### src/rtl/bcd_price_alu_seq.sv
// rtl/bcd_price_alu_seq.sv - digit-serial BCD price add/sub sequencer with saturation
//
// Computes a +/- b on 5-digit BCD prices (3 dollar + 2 cent digits), one
// BCD digit per cycle, LSD first, through a single 4-bit add/sub cell.
//
// Ports:
//   clk        clock
//   arst_n     asynchronous active-low reset
//   in_vld     operation request valid
//   in_rdy     block can accept an operation (IDLE only)
//   in_op      0 = add (a + b), 1 = subtract (a - b)
//   in_a       operand A, packed BCD price
//   in_b       operand B, packed BCD price
//   out_vld    result valid (DONE only)
//   out_rdy    consumer accepts result
//   out_price  result price, packed BCD
//   out_sat    overflow (add) or underflow (sub) occurred
//   out_err    an operand contained a non-BCD digit
//
// Parameters:
//   SAT_EN     1: clamp to PRICE_MAX / PRICE_MIN on overflow/underflow
//              0: wrap modulo 10^N_DIGITS (out_sat still raised)
//   N_DIGITS   number of BCD digits; only 5 is supported

module bcd_price_alu_seq #(
  parameter bit SAT_EN   = 1'b1,
  parameter int N_DIGITS = 5
) (
  input  logic                    clk,
  input  logic                    arst_n,
  input  logic                    in_vld,
  output logic                    in_rdy,
  input  logic                    in_op,
  input  logic [4*N_DIGITS-1:0]   in_a,
  input  logic [4*N_DIGITS-1:0]   in_b,
  output logic                    out_vld,
  input  logic                    out_rdy,
  output logic [4*N_DIGITS-1:0]   out_price,
  output logic                    out_sat,
  output logic                    out_err
);

  localparam int              W         = 4 * N_DIGITS;
  localparam logic [2:0]      LAST_IDX  = 3'(N_DIGITS - 1);
  localparam logic [W-1:0]    PRICE_MAX = {N_DIGITS{4'h9}};
  localparam logic [W-1:0]    PRICE_MIN = '0;

  typedef enum logic [1:0] {
    IDLE = 2'd0,
    CALC = 2'd1,
    DONE = 2'd2
  } state_t;

  state_t state, state_next;

  // Captured operation. Operands are shifted right one digit per CALC
  // cycle so the digit cell always reads the low nibble.
  logic          op_q;
  logic [W-1:0]  a_q;
  logic [W-1:0]  b_q;
  logic [W-1:0]  res_q;
  logic          carry_q;
  logic [2:0]    idx_q;
  logic          err_q;

  // Registered result, stable for the whole DONE phase.
  logic [W-1:0]  out_price_q;
  logic          out_sat_q;
  logic          out_err_q;

  logic          accept;
  logic          last_digit;
  logic          in_err;

  logic [3:0]    dig_a;
  logic [3:0]    dig_b;
  logic [5:0]    dig_sum;
  logic [5:0]    dig_diff;
  logic [3:0]    cell_digit;
  logic          cell_carry;
  logic [W-1:0]  result_next;
  logic [W-1:0]  fin_price;
  logic          fin_sat;

  // ---------------------------------------------------------------------
  // FSM
  // ---------------------------------------------------------------------
  always_ff @(posedge clk or negedge arst_n) begin
    if (!arst_n) begin
      state <= IDLE;
    end else begin
      state <= state_next;
    end
  end

  // in_rdy / out_vld depend on state only, so there is no combinational
  // path from in_vld or out_rdy into either handshake output.
  always_comb begin
    state_next = state;
    in_rdy     = 1'b0;
    out_vld    = 1'b0;
    accept     = 1'b0;
    case (state)
      IDLE: begin
        in_rdy = 1'b1;
        if (in_vld) begin
          accept     = 1'b1;
          state_next = CALC;
        end
      end
      CALC: begin
        if (last_digit) begin
          state_next = DONE;
        end
      end
      DONE: begin
        out_vld = 1'b1;
        if (out_rdy) begin
          state_next = IDLE;
        end
      end
      default: begin
        state_next = IDLE;
      end
    endcase
  end

  assign last_digit = (idx_q == LAST_IDX);

  // ---------------------------------------------------------------------
  // Operand validity: any nibble above 9 in either operand poisons the op.
  // ---------------------------------------------------------------------
  always_comb begin
    in_err = 1'b0;
    for (int i = 0; i < N_DIGITS; i++) begin
      if (in_a[4*i +: 4] > 4'd9 || in_b[4*i +: 4] > 4'd9) begin
        in_err = 1'b1;
      end
    end
  end

  // ---------------------------------------------------------------------
  // Single-digit BCD add/sub cell. Six bits give headroom for non-BCD
  // digits (sum up to 31) and a clean sign bit for the subtract path
  // (difference down to -16).
  // ---------------------------------------------------------------------
  assign dig_a = a_q[3:0];
  assign dig_b = b_q[3:0];

  always_comb begin
    dig_sum    = {2'b00, dig_a} + {2'b00, dig_b} + {5'b00000, carry_q};
    dig_diff   = {2'b00, dig_a} - {2'b00, dig_b} - {5'b00000, carry_q};
    cell_digit = 4'd0;
    cell_carry = 1'b0;
    if (!op_q) begin
      if (dig_sum > 6'd9) begin
        cell_digit = 4'(dig_sum - 6'd10);
        cell_carry = 1'b1;
      end else begin
        cell_digit = dig_sum[3:0];
      end
    end else begin
      if (dig_diff[5]) begin
        cell_digit = 4'(dig_diff + 6'd10);
        cell_carry = 1'b1;
      end else begin
        cell_digit = dig_diff[3:0];
      end
    end
  end

  // New digit enters at the top; after N_DIGITS shifts digit 0 sits in
  // the low nibble.
  assign result_next = {cell_digit, res_q[W-1:4]};

  // Final result selection, evaluated on the last CALC cycle where
  // cell_carry is the overall carry/borrow out of the MSD.
  always_comb begin
    fin_price = result_next;
    fin_sat   = 1'b0;
    if (err_q) begin
      fin_price = PRICE_MIN;
      fin_sat   = 1'b0;
    end else if (cell_carry) begin
      fin_sat = 1'b1;
      if (SAT_EN) begin
        fin_price = op_q ? PRICE_MIN : PRICE_MAX;
      end
    end
  end

  // ---------------------------------------------------------------------
  // Datapath registers
  // ---------------------------------------------------------------------
  always_ff @(posedge clk or negedge arst_n) begin
    if (!arst_n) begin
      op_q        <= 1'b0;
      a_q         <= '0;
      b_q         <= '0;
      res_q       <= '0;
      carry_q     <= 1'b0;
      idx_q       <= 3'd0;
      err_q       <= 1'b0;
      out_price_q <= '0;
      out_sat_q   <= 1'b0;
      out_err_q   <= 1'b0;
    end else begin
      if (accept) begin
        op_q    <= in_op;
        a_q     <= in_a;
        b_q     <= in_b;
        err_q   <= in_err;
        res_q   <= '0;
        carry_q <= 1'b0;
        idx_q   <= 3'd0;
      end else if (state == CALC) begin
        a_q     <= {4'd0, a_q[W-1:4]};
        b_q     <= {4'd0, b_q[W-1:4]};
        res_q   <= result_next;
        carry_q <= cell_carry;
        idx_q   <= idx_q + 3'd1;
        if (last_digit) begin
          out_price_q <= fin_price;
          out_sat_q   <= fin_sat;
          out_err_q   <= err_q;
        end
      end
    end
  end

  assign out_price = out_price_q;
  assign out_sat   = out_sat_q;
  assign out_err   = out_err_q;

endmodule

### config.mk
export PLATFORM = sky130hd
export DESIGN_NAME = bcd_price_alu_seq
export DESIGN_NICKNAME = d
export VERILOG_FILES = /design/src/rtl/bcd_price_alu_seq.sv
export SDC_FILE = /design/constraint.sdc
export NUM_CORES = 1
export LEC_CHECK = 0
export ABC_AREA = 1
export CORE_MARGIN = 2
export CORE_UTILIZATION = 48
export DETAILED_ROUTE_END_ITERATION = 10
export MAX_ROUTING_LAYER = met4
export PLACE_DENSITY = 0.76
export SYNTH_ARGS = -nofsm -noshare
export SYNTH_HDL_FRONTEND = slang
export SYNTH_SLANG_ARGS = --single-unit
export TNS_END_PERCENT = 5
### constraint.sdc
create_clock -name clk -period 2.2 [get_ports clk]
set_input_delay 0.22 -clock clk [delete_from_list [all_inputs] [get_ports clk]]
set_output_delay 0.22 -clock clk [all_outputs]
set_load 0.01 [all_outputs]
After elaboration in Yosys (flattened, before gate mapping)
Index checks and enable logic that the tools add are counted.
Storage, ports and cells
  logic and storage cells: 79
  register bits: 90
  input bits: 45
  output and inout port bits: 24
Operators by class
  $add $sub $neg: 7
  order comparisons: 11
  muxes and demuxes: 34
  reduce and logical (&&, ||, !) cells: 9
  bitwise gates (word level): 1
  equal/unequal tests: 6
Operators with widths (number)
  $mux 20: 9
  $gt 4x4->1 const B: 10
  $mux 1: 16
  $mux 4: 3
  $add 5x1->6: 1
  $gt 6x4->1 const B: 1
  $mux 2: 3
  $mux 3: 2
  $ne 2x2->1 const B: 3
  $pmux 2 s3: 1
  $reduce_and 3->1: 2
  $sub 5x2->6: 1
  $add 4x4->5: 1
  $logic_or 1x1->1: 5
  $sub 4x4->5: 1
  $add 4x4->4 const B: 1
  $sub 4x4->4 const B: 1
  $add 3x1->3 const B: 1
  $eq 3x3->1 const B: 1
  $eq 2x1->1 const B: 1
  $eq 2x2->1 const B: 1
  $logic_not 2->1: 1
  $reduce_bool 2->1: 1
  $not 1->1: 1

Depth between registers and ports, before layout
Gate-level depths: netlist (run 1).
  depth in word-level cells: 7
  gate-level depth with buffers: 15
  gate-level depth less buffers: 15

Least setup slack after synthesis (run 1)
OpenSTA, ideal clock, no wires.
  path type: reg2reg
  start: register a_q[0]
  end: register res_q[19]
  cell stages (with the launch flop): 12
  clock period less this slack: 2.168 ns
  library setup time: 0.083 ns
  arrival: 2.085 ns
  setup slack: 0.032 ns
  buffers on the path: 0
  data required time: 2.117 ns
  cells stage by stage: dfrtp_1 -> inv_1 -> ha_1 -> fa_1 -> ha_1 -> xor2_1 -> ha_1 -> o211ai_1 -> nand3_1 -> nand2_1 -> nand2_1 -> o21ai_0
Between the ends
  longest elaborated chain between the ends: 7
  elaborated cells on any way between the ends: 12
  classes of those cells: add/sub: 6; order compare: 1; mux: 5
RTL lines
  from (decl): RTL line 59  | logic [W-1:0] a_q;
  from (signal assigned): RTL line 210  | a_q <= in_a;
  from (signal assigned): RTL line 217  | a_q <= {4'd0, a_q[W-1:4]};
  $add 4x4->5 or $sub 4x4->5 (tied branches): RTL line 151, 152
  $add 5x1->6 or $sub 5x2->6 (tied branches): RTL line 151, 152
  $gt 6x4->1 (tied with other cells): RTL line 156  | if (dig_sum > 6'd9) begin
  $mux 4 (on tied branches): RTL line 156, 163
  $mux 4 *: RTL line 155  | if (!op_q) begin
  $mux 20 *: RTL line 216  | end else if (state == CALC) begin
  $mux 20 *: RTL line 208  | if (accept) begin
  to (signal assigned): RTL line 219  | res_q <= result_next;
  to (decl): RTL line 61  | logic [W-1:0] res_q;
Mark *: on every way between the ends. The rest lies on a longest branch, timed or not. The select of a mux whose other input is x is not followed.
A chain may end at the register's enable or synchronous reset.

Final worst setup path (run 1)
  start: register a_q[0]
  end: register res_q[18]
The elaborated chain is that of the path after synthesis.

==> results.txt, run 1 <==
The run finished, with violations left. The final reports fail on negative setup slack. The path class of the tightest hold or removal check is input port to flip-flop. In this run, CTS created clock tree buffers numbering 9.

The headroom to the max-slew limit came out at 51.6%. The cell area after placement came out at 5090 um^2. The die span in y came out at 97.9 um.

The library cell used most frequently in the layout, excluding fill and tap cells, is sky130_fd_sc_hd__nand2_1. The fraction of layout cells with a size suffix above 1 is 15.3%. The worst setup path is launched from a flip-flop. After synthesis, the largest area contributor takes up between 50% and 60% of total cell area. Summed over all layers, the routed wires come to roughly 9600 um. The DRC marker count from the first detailed-route iteration came out at 169. The data arrival time at the worst-slack endpoint is 2.48 ns.

Global routing finished with a remaining overflow of 0. On the critical path the largest part of the delay comes from adder cells. The power per unit of standard cell area came out at about 1600 nW/um^2. The final setup skew is between 0.015 and 0.02 ns.

For met2 alone, demand over resource in global routing was 35.9%. The depth of the worst register-to-register path came out at 10. The routed via count came out at 3,511. Across every metal layer, demand over resource in global routing totals 22.0%. In the post-route analysis, the smallest setup slack over all paths is -0.0459 ns. The top cell types in the final layout, fill and taps aside, are sky130_fd_sc_hd__nand2_1 (123), sky130_fd_sc_hd__dfrtp_1 (85), sky130_fd_sc_hd__clkdlybuf4s50_1 (67). The site row count came out at 34. The H-tree level count is 3.

After synthesis the cells add up to roughly 4200 um^2. The area growth from synthesis to layout is 28.0%. The worst register-to-register path begins at a_q[0]. TritonCTS built the clock tree. The pre-CTS worst setup slack came out at -0.151 ns. Pin placement for this block handled 69 I/O pins. The count of input and output buffers is 68. The cell sitting at the root of the clock tree is a sky130_fd_sc_hd__clkbuf_8.

For this design, the slowest cell found on the critical path is sky130_fd_sc_hd__fa_2. The count of nets after finishing is between 600 and 700. The transition time at the pin with the least slew margin is 0.726 ns.

The diode insertion count for antenna repair is 0. The worst setup path is captured at a flip-flop. The post-synthesis net count came out at 528. The beginning of the worst hold path is out_rdy. The count of cells along the worst hold path is 2. The cell that appears most often on the critical path is sky130_fd_sc_hd__ha_4. The number of endpoints with negative hold slack in the final report is 0.

Setup violations remaining at the end of the flow were counted as 5. The effective utilization at floorplan came out at 49.0%. The part of the Yosys area used for sequential elements is 50.9%.

The type of the worst setup path is flip-flop to flip-flop. The largest net degree at the start of global routing is 59. Dividing the synthesized area by the synthesized cell count gives approximately 9.1 um^2. The floorplan step defined a die boundary enclosing 9580 um^2.

The met1 track demand over resource is roughly 28%. The destination of the worst register-to-register timing path is res_q[18]. The flip-flop and latch count after synthesis is 86. Yosys attributes the largest share of cell area to sky130_fd_sc_hd__dfrtp_1 (51%), sky130_fd_sc_hd__nand2_1 (11%), sky130_fd_sc_hd__inv_1 (5.7%).

The count of clock tree sinks came out at 86. The count of nets left with antenna violations once routing finished came out at 0. The die outline width came out at 97.9 um. The count of cell types in the netlist is 39. After routing, the total negative slack on setup checks comes to -0.160 ns. The detailed-route DRC error count is 0.

IR analysis of the VDD net gives a maximum drop of 0.754 mV. The total area inside the core boundary comes to 8640 um^2. The wire length of the first global-routing pass came out at 16,900 um.

The worst-case clock buffer depth came out at 2. For the finished layout, the period the worst path requires is 2.25 ns. Along the worst path, the maximum fanout reaches 2. The worst-case register-to-register setup slack is -0.05 ns.

The post-synthesis instance total is approximately 470. The largest incremental delay on the critical path came out at 0.55 ns. The number of antenna violations at the first check in global routing is 0. The total power draw is 8.70 mW. The number of buffers and inverters on the critical path is 1. The via-per-instance ratio came out at 5.34. In this run the most used layer during global routing was met2. The half-perimeter wire length after detailed placement came out at 6770 um. After layout, the worst path uses 102% of the clock period. The via count of the first global-routing pass came out at 3,690. Once layout is done, the placed cells without fillers occupy roughly 5400 um^2. Of all cell types, the one taking the most synthesized area is sky130_fd_sc_hd__dfrtp_1. The clock latency reported for the late side of the worst-skew pair came out at 0.37 ns. For this run, the number of Yosys warnings is 0. The average wire per standard cell is 14.7 um.

The first-pass iteration count of the detailed router is 4. The leakage power came out at 2.53 nW. Traced cell by cell, the critical path runs through inv_2, ha_4, fa_2, ha_4, xor2_2, ha_4, nand2_1, nand3_2, nand3_2, o21ai_0.

The congestion estimate from routability-driven global placement came to 0.829. After clock tree synthesis, the clock-pin slew on the worst setup and hold paths is 0.10 ns. STA puts the critical path data required time at approximately 2.4 ns. Based on the critical path, the design can be clocked at up to 445 MHz. The met3 usage in global routing is 3.51%. Setup repair after global routing could not meet its margin everywhere. The max-slew violation count came out at 0. The max-cap violation count is 0.

For hold timing, the worst endpoint is state[1].
-- cell families (layout without fill, tap and decap cells) --
kind of cell,Yosys count,in the layout,synth area share [%]
adders and majority gates,16,16,5.27
xor gates and xnor gates,2,2,0.414
buffers and inverters,88,170,8.37
AOI/OAI and AO/OA,98,98,15.9
and+or+nand+nor,177,177,19.2
DFF,86,86,50.9
-- worst max path at each step --
stage / from / to / slack [ns] / depth (start not counted)
2_1_floorplan: a_q[0] / res_q[19] / 0.03 / 11
3_3_place_gp: a_q[0] / res_q[19] / -0.02 / 11
3_5_place_dp: a_q[0] / res_q[19] / -0.15 / 11
4_1_cts: a_q[0] / out_price[19] / -0.04 / 11
5_1_grt: a_q[0] / out_price[19] / -0.15 / 12
6_report: a_q[0] / res_q[18] / -0.05 / 10
-- per-layer routing --
metal / wire (um) / share of wire [%] / vias up
met2: 4880 / 51 / 75
met1: 4320 / 45 / 1727
met4: 166 / 1.7 / 0
li1: - / - / 1692
met3: 280 / 2.9 / 17
met5: 0 / 0 / -
-- sequential cells by signal, indices dropped and copies added (netlist names) --
name and cells:
a_q 20, b_q 20, carry_q 1, err_q 1
idx_q 3, op_q 1, out_err 1, out_price 20
out_sat 1, res_q 16, state 2
-- layout make-up --
type | instances | area (um^2)
clock inverter | 7 | 82.6
fill | 699 | 3220
clock buffer | 9 | 124
tap | 108 | 135
sequential | 86 | 2150
timing repair buffer | 85 | 833
inverter | 69 | 269
multi-input combinational | 293 | 1820
-- stage by stage --
step	std cells	util [%]	hold slack [ns]
floorplan	467	-	-0.0756
global placement	639	59.0	0.315
detailed placement	639	59.0	0.324
CTS	657	62.6	0.401
global route	657	62.7	0.417
finish	657	62.7	0.407
-- where the power goes --
part	internal [mW]	total [mW]	leakage, nW	switching, mW
Combinational	2.05	5.04	1.31	2.99
Sequential	2.19	2.51	1.11	0.325
Clock	0.540	1.14	0.107	0.604
-- cell usage after synthesis (all sizes together) --
cell,n
dfrtp,86
inv,69
o221ai,7
buf,10
nand3b,3
o31ai,1
nand2,132
nor3,2
a22oi,5
xnor2,1
nor2,14
a21oi,10
clkbuf,9
nand4,1
a22o,1
o21ai,37
xor2,1
ha,13
fa,3
a32o,1
o21a,1
o22ai,12
o211ai,23
nand3,25
-- repair_timing --
item	CTS	global route
setup buffers	1	0
endpoints found under the hold margin	56	0
hold buffers	1	0
pin swaps	15	3
setup endpoints to repair	15	25
gates resized for setup	20	3
Power figures use the tool's default switching activity.
==> run 2: changes to the inputs <==
--- a/config.mk
+++ b/config.mk
@@ -6,7 +6,7 @@
 export NUM_CORES = 1
 export LEC_CHECK = 0
 export ABC_AREA = 1
-export CORE_MARGIN = 2
+export CORE_MARGIN = 4
 export CORE_UTILIZATION = 48
 export DETAILED_ROUTE_END_ITERATION = 10
 export MAX_ROUTING_LAYER = met4
==> run 2 against run 1 <==
  * The run still ends with negative setup slack left
  * Cell count shrank 0.76%
  * Highest routed layer unchanged
  * Die area increased by 8.3%
  * Via count fell by 1.0%
  * Largest cell class unchanged
  * Cell area is essentially flat
  * Non-clock buffer count shrank 2
  * First-iteration DRC count rose by 33%
  * Routed wire length decreased by 0.71%
  * Global-route usage is 1.9 points lower
  * Critical path depth down 1
  * Clock power hardly changed
  * Worst hold slack worse by 0.39 ns
==> results.txt, run 2 (same netlist as run 1, synthesis figures left out) <==
The flow ran to the end, but the final reports show violations. The checks that failed: negative setup slack. Combinational cells account for 58.1% of the total power.

The leakage power came out at 2.52 nW. The transition time at the pin with the least slew margin came out at 1.05 ns. Entering global routing, the biggest net connects 87 pins.

The max-slew violation count came out at 0. The floorplan has 33 rows. The share of total power dissipated in the clock network is a little over an eighth.

TritonCTS built the clock tree. The post-route netlist has 15.5% of its cells at a drive strength greater than 1. The worst register-to-register path ends at res_q[19]. The average wire per standard cell is 14.7 um. Dividing the detail-routed via count by the number of cells gives 5.33. In this run the worst path has a maximum fanout of 3. After detailed placement, the total cell area comes to 5070 um^2. The worst setup path is captured at a flip-flop.

The total of hold buffers inserted after clock tree synthesis came out at 0. Net switching is 44.2% of the power. Following the worst setup path forward leads to its endpoint at res_q[19]. The total I/O pin count came out at 69.

The number of buffers created by CTS came out at 9. Cell internal power was estimated by the tool at 4.87 mW. The max-cap violation count came out at 0. The source of the critical timing path is b_q[0].

The final antenna-violating net count is 0. The worst setup path is launched from a flip-flop. Walking the worst path, the cells encountered are fa_2, inv_1, fa_2, ha_2, o211ai_1, nand3_2, nand2_1, nand2_1, o21ai_1.

The diode insertion count for antenna repair is 0. The CTS root buffer is sky130_fd_sc_hd__clkbuf_8. The final cycle utilization of the critical path came out at 100%. At the end of routability-driven placement, the weighted congestion stood at 0.859. In the layout the commonest cells are sky130_fd_sc_hd__nand2_1 (123), sky130_fd_sc_hd__dfrtp_1 (85), sky130_fd_sc_hd__clkdlybuf4s50_1 (67). The total setup violations reported at the end of the flow is 1. The worst-case clock buffer depth came out at 2.

Setup repair after global routing could not meet its margin everywhere. Once layout is done, the placed cells without fillers occupy 5410 um^2. For the worst flop-to-flop path, the logic depth is 9. The sequential share of power is 28.7%. The worst setup slack after layout came out at -0.00942 ns. The initial utilization of the core area, before any placement, comes to 50.5%. The count of clock tree sinks is 86. The clock latency reported for the late side of the worst-skew pair is 0.36 ns. The final setup skew is about 0.018 ns. The number of antenna violations at the first check in global routing is 0. The pre-CTS worst setup slack is -0.141 ns. The power per unit of standard cell area is 1610 nW/um^2.

The type of the worst setup path is flip-flop to flip-flop. The die area came out at 10,400 um^2. The achievable frequency is around 450 MHz. The count of filler cells inserted in the layout is 681.

The wire length of the first global-routing pass came out at 16,200 um. After the first detailed-routing iteration, the DRC count stood at 225. Leaving out fill and tap cells, the most frequent cell in the layout is sky130_fd_sc_hd__nand2_1. The switching power is between 3 and 4 mW. The H-tree level count came out at 3. The count of nets after finishing came out at 603. The worst-case register-to-register setup slack came out at -0.009 ns. On the final layout, the worst hold slack is 0.0208 ns. For this run, the slowest stage of the critical path takes 0.47 ns. The data required time at the worst endpoint is 2.48 ns. The worst hold path belongs to the class input port to async pin.

For the worst setup path, the data arrival time is roughly 2.5 ns. The via count of the first global-routing pass came out at 3,630. The detailed-route DRC error count is 0.

Among all stages on the critical path, the largest delay is contributed by sky130_fd_sc_hd__fa_2. The number of endpoints with negative hold slack in the final report is 0. The highest ir drop seen on vdd came out at approximately 1.0 mV. The global-route congestion overflow total came out at 0. The critical path runs through a total of 9 cells. The clock-pin transition on the worst setup and hold timing paths is 0.10 ns. Summing over every cut layer, the via total after detailed routing is 3,476. The count of input and output buffers came out at 68. The launch instance of the worst register-to-register path is b_q[0]. The die span in y came out at about 100 um. The area growth from synthesis to layout is 27.9%. The die outline width came out at 102 um.

The total core area is roughly 8400 um^2. Across every metal layer, demand over resource in global routing totals 20.2%. The post-route minimum period is 2.21 ns. The first detailed-routing pass took 4 iterations. The total length of routed wires came out at ~9600 um. The headroom to the max-slew limit is 30.3%. The half-perimeter wire length after detailed placement came out at 6730 um. Counting both buffers and inverters, the worst setup path holds a total of 1. Broken down by cell family, the worst path's largest delay share belongs to adder cells.
[run 2: metal layers]
layer / up-vias / track usage (%) / part of all wire [%]
met5: - / - / 0
met4: 0 / 7.37 / 2.0
met3: 19 / 3.41 / 4.7
met2: 102 / 33.1 / 49
met1: 1676 / 25.3 / 44
li1: 1679 / - / -
[run 2: worst min path at each step]
stage	to	from
floorplan	a_q[0]	arst_n
global placement	idx_q[2]	idx_q[2]
detailed placement	idx_q[2]	idx_q[2]
CTS	out_price[2]	arst_n
global route	res_q[6]	arst_n
finish	out_price[2]	arst_n
[run 2: per-stage QoR]
step / total power [mW] / TNS (ns) / utilization, % / cells
final: 8.73 / -0.00942 / 64.5 / 652
after floorplan: 5.66 / 0 / - / 467
after CTS: 8.42 / -0.0327 / 63.7 / 650
after global placement: 6.78 / -0.0387 / 60.4 / 633
after detailed placement: 6.98 / -0.414 / 60.4 / 633
after global routing: 9.49 / -1.13 / 64.5 / 652
[run 2: power groups by stage]
stage	clock network, mW	logic, mW	registers [mW]
after floorplan	0	3.16	2.50
after global placement	0	4.27	2.50
after detailed placement	0	4.46	2.52
after CTS	1.17	4.75	2.50
after global routing	1.25	5.67	2.58
final	1.16	5.07	2.51
[run 2: area by class of cell]
| cell class | instances | area [um^2] | area share [%] |
|---|---|---|---|
| Multi-Input combinational cell | 293 | 1830 | 33.9 |
| Inverter | 69 | 269 | 4.97 |
| Sequential cell | 86 | 2150 | 39.8 |
| Clock buffer | 11 | 141 | 2.61 |
| Timing Repair Buffer | 83 | 816 | 15.1 |
| Tap cell | 105 | 131 | 2.43 |
| Clock inverter | 5 | 65.1 | 1.20 |
[run 2: timing repair]
action | CTS | global route
resized for setup | 14 | 14
setup endpoints to repair | 17 | 25
pin swaps | 11 | 14
buffers inserted | 1 | 2
==> run 3: changes to the inputs <==
==> constraint.sdc (replaced) <==
create_clock -name clk -period 2.2 [get_ports clk]
set_input_delay 0.22 -clock clk [delete_from_list [all_inputs] [get_ports clk]]
set_output_delay 0.22 -clock clk [all_outputs]
set_load 0.1 [all_outputs]
==> run 3 against run 2 <==
  * Critical path type unchanged
  * Critical endpoint unchanged
  * Count of clock-buffer cells in the layout unchanged
  * Clock skew down 0.0067 ns
  * Sequential power about the same
  * The run still ends with negative setup slack left
  * Global-route usage about the same
==> results.txt, run 3 (same netlist as run 1, synthesis figures left out) <==
The leakage power came out at approximately 2.6 nW. The worst setup path is captured at a flip-flop. The total core area came out at approximately 8400 um^2. The area growth from synthesis to layout is 25.5%. The finished cells cover 5310 um^2.

Port buffering added 68 buffers. The transition time at the pin with the least slew margin is between 0.5 and 0.6 ns. The tightest min-delay check is of the input port to async pin type. The site row count came out at 33. The depth of the worst register-to-register path came out at 11. The number of endpoints with negative hold slack in the final report came out at 0. For the finished layout, the period the worst path requires is between 2 and 2.5 ns. In this run the power density over the cells is 1700 nW/um^2. The leading cell type in the layout, fill and taps excluded is sky130_fd_sc_hd__nand2_1. The flow ran to the end, but the final reports show violations. Across all setup checks in the final design, the least slack found is -0.0148 ns. The count of clock tree sinks came out at 86. The half-perimeter wire length after detailed placement is between 6000 and 7000 um. The setup TNS after final layout is -0.0223 ns. The final reports fail on negative setup slack. In the layout the commonest cells are sky130_fd_sc_hd__nand2_1 (124), sky130_fd_sc_hd__dfrtp_1 (85), sky130_fd_sc_hd__inv_1 (62). The clock-pin transition on the worst setup and hold timing paths came out at 0.09 ns. The total setup violations reported at the end of the flow came out at 2. The via count of the first global-routing pass came out at 3,528.

The overall global routing resource usage came out at 20.2%. For this run, design rule violations remaining after detail routing come to 0. The number of standard cells in the layout, taps in and fillers out came out at roughly 650. The count of nets left with antenna violations once routing finished came out at 0. Registers take 2150 um^2.

The worst pin sits at a relative slew slack of 61.7%. The sequential share of power came out at 27.7%. The data required time at the worst endpoint is 2.48 ns. The later pin in the worst-skew pair is clocked with a latency of around 0.35 ns. The floorplan step defined a die boundary enclosing around 10,000 um^2. The area occupied by multi-input gates is 1790 um^2. The clock network accounts for 11.5% of the total power.

Combinational cells account for about three fifths of the total power. The count of placed standard cells including taps is 635. The data arrival time at the worst-slack endpoint is roughly 2.5 ns. The maximum fanout along the worst path came out at 2. The switching power came out at 4.44 mW. The routed via count came out at 3,432.

On the final layout, the worst clock skew is 0.0114 ns. The CTS root buffer is sky130_fd_sc_hd__clkbuf_8. The post-route netlist has 18.4% of its cells at a drive strength greater than 1.

The filler cells instantiated in the layout total 685. The die span in y came out at about 100 um. TritonCTS built the clock tree. The achievable frequency came out at 452 MHz. Entering global routing, the biggest net connects 45 pins. The worst-case clock buffer depth came out at 2.

The cell area after placement came out at 5040 um^2. The cell-internal power is between 4 and 5 mW. The fraction of power spent switching nets is slightly below 50%. Across the run, the number of max-cap violations was 0. The type of the worst setup path is flip-flop to flip-flop. The final cycle utilization of the critical path came out at 101%.

The number of antenna violations at the first check in global routing is 0. After detailed routing, the average wire length per cell comes to 14.6 um. The worst setup path is launched from a flip-flop. The H-tree level count came out at 3. IR analysis of the VDD net gives a maximum drop of roughly 0.94 mV. After detailed routing, the total wire length is around 9600 um. 0 antenna diodes ended up in the layout.

69 I/O pins were placed. Using the TritonRoute via totals, the vias-per-cell ratio works out to 5.26. The number of buffers created by CTS is 9.

The first-pass iteration count of the detailed router is 4. The die outline width came out at 102 um. The wire length of the first global-routing pass is 16,100 um. Setup repair after global routing could not meet its margin everywhere. The count of nets after finishing is 604.

The global-route congestion overflow total is 0. The max-slew violation count came to 0. The global placement routability congestion is 0.879. The effective utilization at floorplan is between 50% and 60%. The DRC marker count from the first detailed-route iteration came out at 186.
-- run 3: path summary, 6_finish.rpt --
kind                       startpoint             to  slack (ns)
max in group asynchronous      arst_n        a_q[13]        1.16
min                            arst_n  out_price[14]        0.41
min reg2reg                  idx_q[2]       idx_q[2]        0.48
max reg2reg                    a_q[0]      res_q[19]       -0.01
max                            a_q[0]      res_q[19]       -0.01
min in group clk              out_rdy       state[1]        0.44
-- run 3: repair_timing --
action,in CTS,in global routing
hold buffers,1,0
setup buffers,0,1
endpoints found under the setup margin,15,25
endpoints found under the hold margin,43,0
pin swaps,2,8
resized for setup,6,13
-- run 3: layout make-up --
class,count,area share [%]
clock buffer,11,2.66
clock inverter,5,0.801
inverter,69,5.07
multi-input combinational,293,33.8
sequential,86,40.6
tap,105,2.47
timing repair buffer,84,14.7
-- run 3: critical path, stage by stage, from the launching register on --
cell	delay, ns
sky130_fd_sc_hd__dfrtp_1	0.42
sky130_fd_sc_hd__inv_2	0.09
sky130_fd_sc_hd__ha_4	0.14
sky130_fd_sc_hd__fa_2	0.46
sky130_fd_sc_hd__ha_4	0.18
sky130_fd_sc_hd__xor2_2	0.19
sky130_fd_sc_hd__ha_4	0.17
sky130_fd_sc_hd__o211ai_1	0.18
sky130_fd_sc_hd__nand3_1	0.13
sky130_fd_sc_hd__nand2_1	0.09
sky130_fd_sc_hd__nand2_1	0.04
sky130_fd_sc_hd__o21ai_1	0.07
-- run 3: routing by layer --
layer | up-vias | track usage, % | wire length (um)
met5 | - | - | 0
met4 | 0 | 6.36 | 117
met3 | 11 | 3.75 | 475
met2 | 88 | 33.6 | 4760
met1 | 1647 | 25.1 | 4190
li1 | 1686 | - | -
-- run 3: per-stage QoR --
| step | hold slack (ns) | total power, mW | utilization (%) | worst slack (ns) |
|---|---|---|---|---|
| after floorplan | -0.0756 | 6.36 | - | 0.0324 |
| after global placement | 0.249 | 7.48 | 60.1 | -0.0281 |
| after detailed placement | 0.254 | 7.68 | 60.1 | -0.0850 |
| after CTS | 0.404 | 8.80 | 62.5 | -0.0524 |
| after global routing | 0.426 | 9.76 | 63.3 | -0.174 |
| final | 0.409 | 9.04 | 63.3 | -0.0148 |
-- run 3: power groups by stage --
| stage | registers [mW] | clock network [mW] | logic [mW] |
|---|---|---|---|
| final | 2.50 | 1.04 | 5.50 |
| after global routing | 2.57 | 1.13 | 6.06 |
| after CTS | 2.50 | 1.07 | 5.24 |
| after floorplan | 3.10 | 0 | 3.26 |
| after detailed placement | 2.52 | 0 | 5.16 |
| after global placement | 2.50 | 0 | 4.98 |
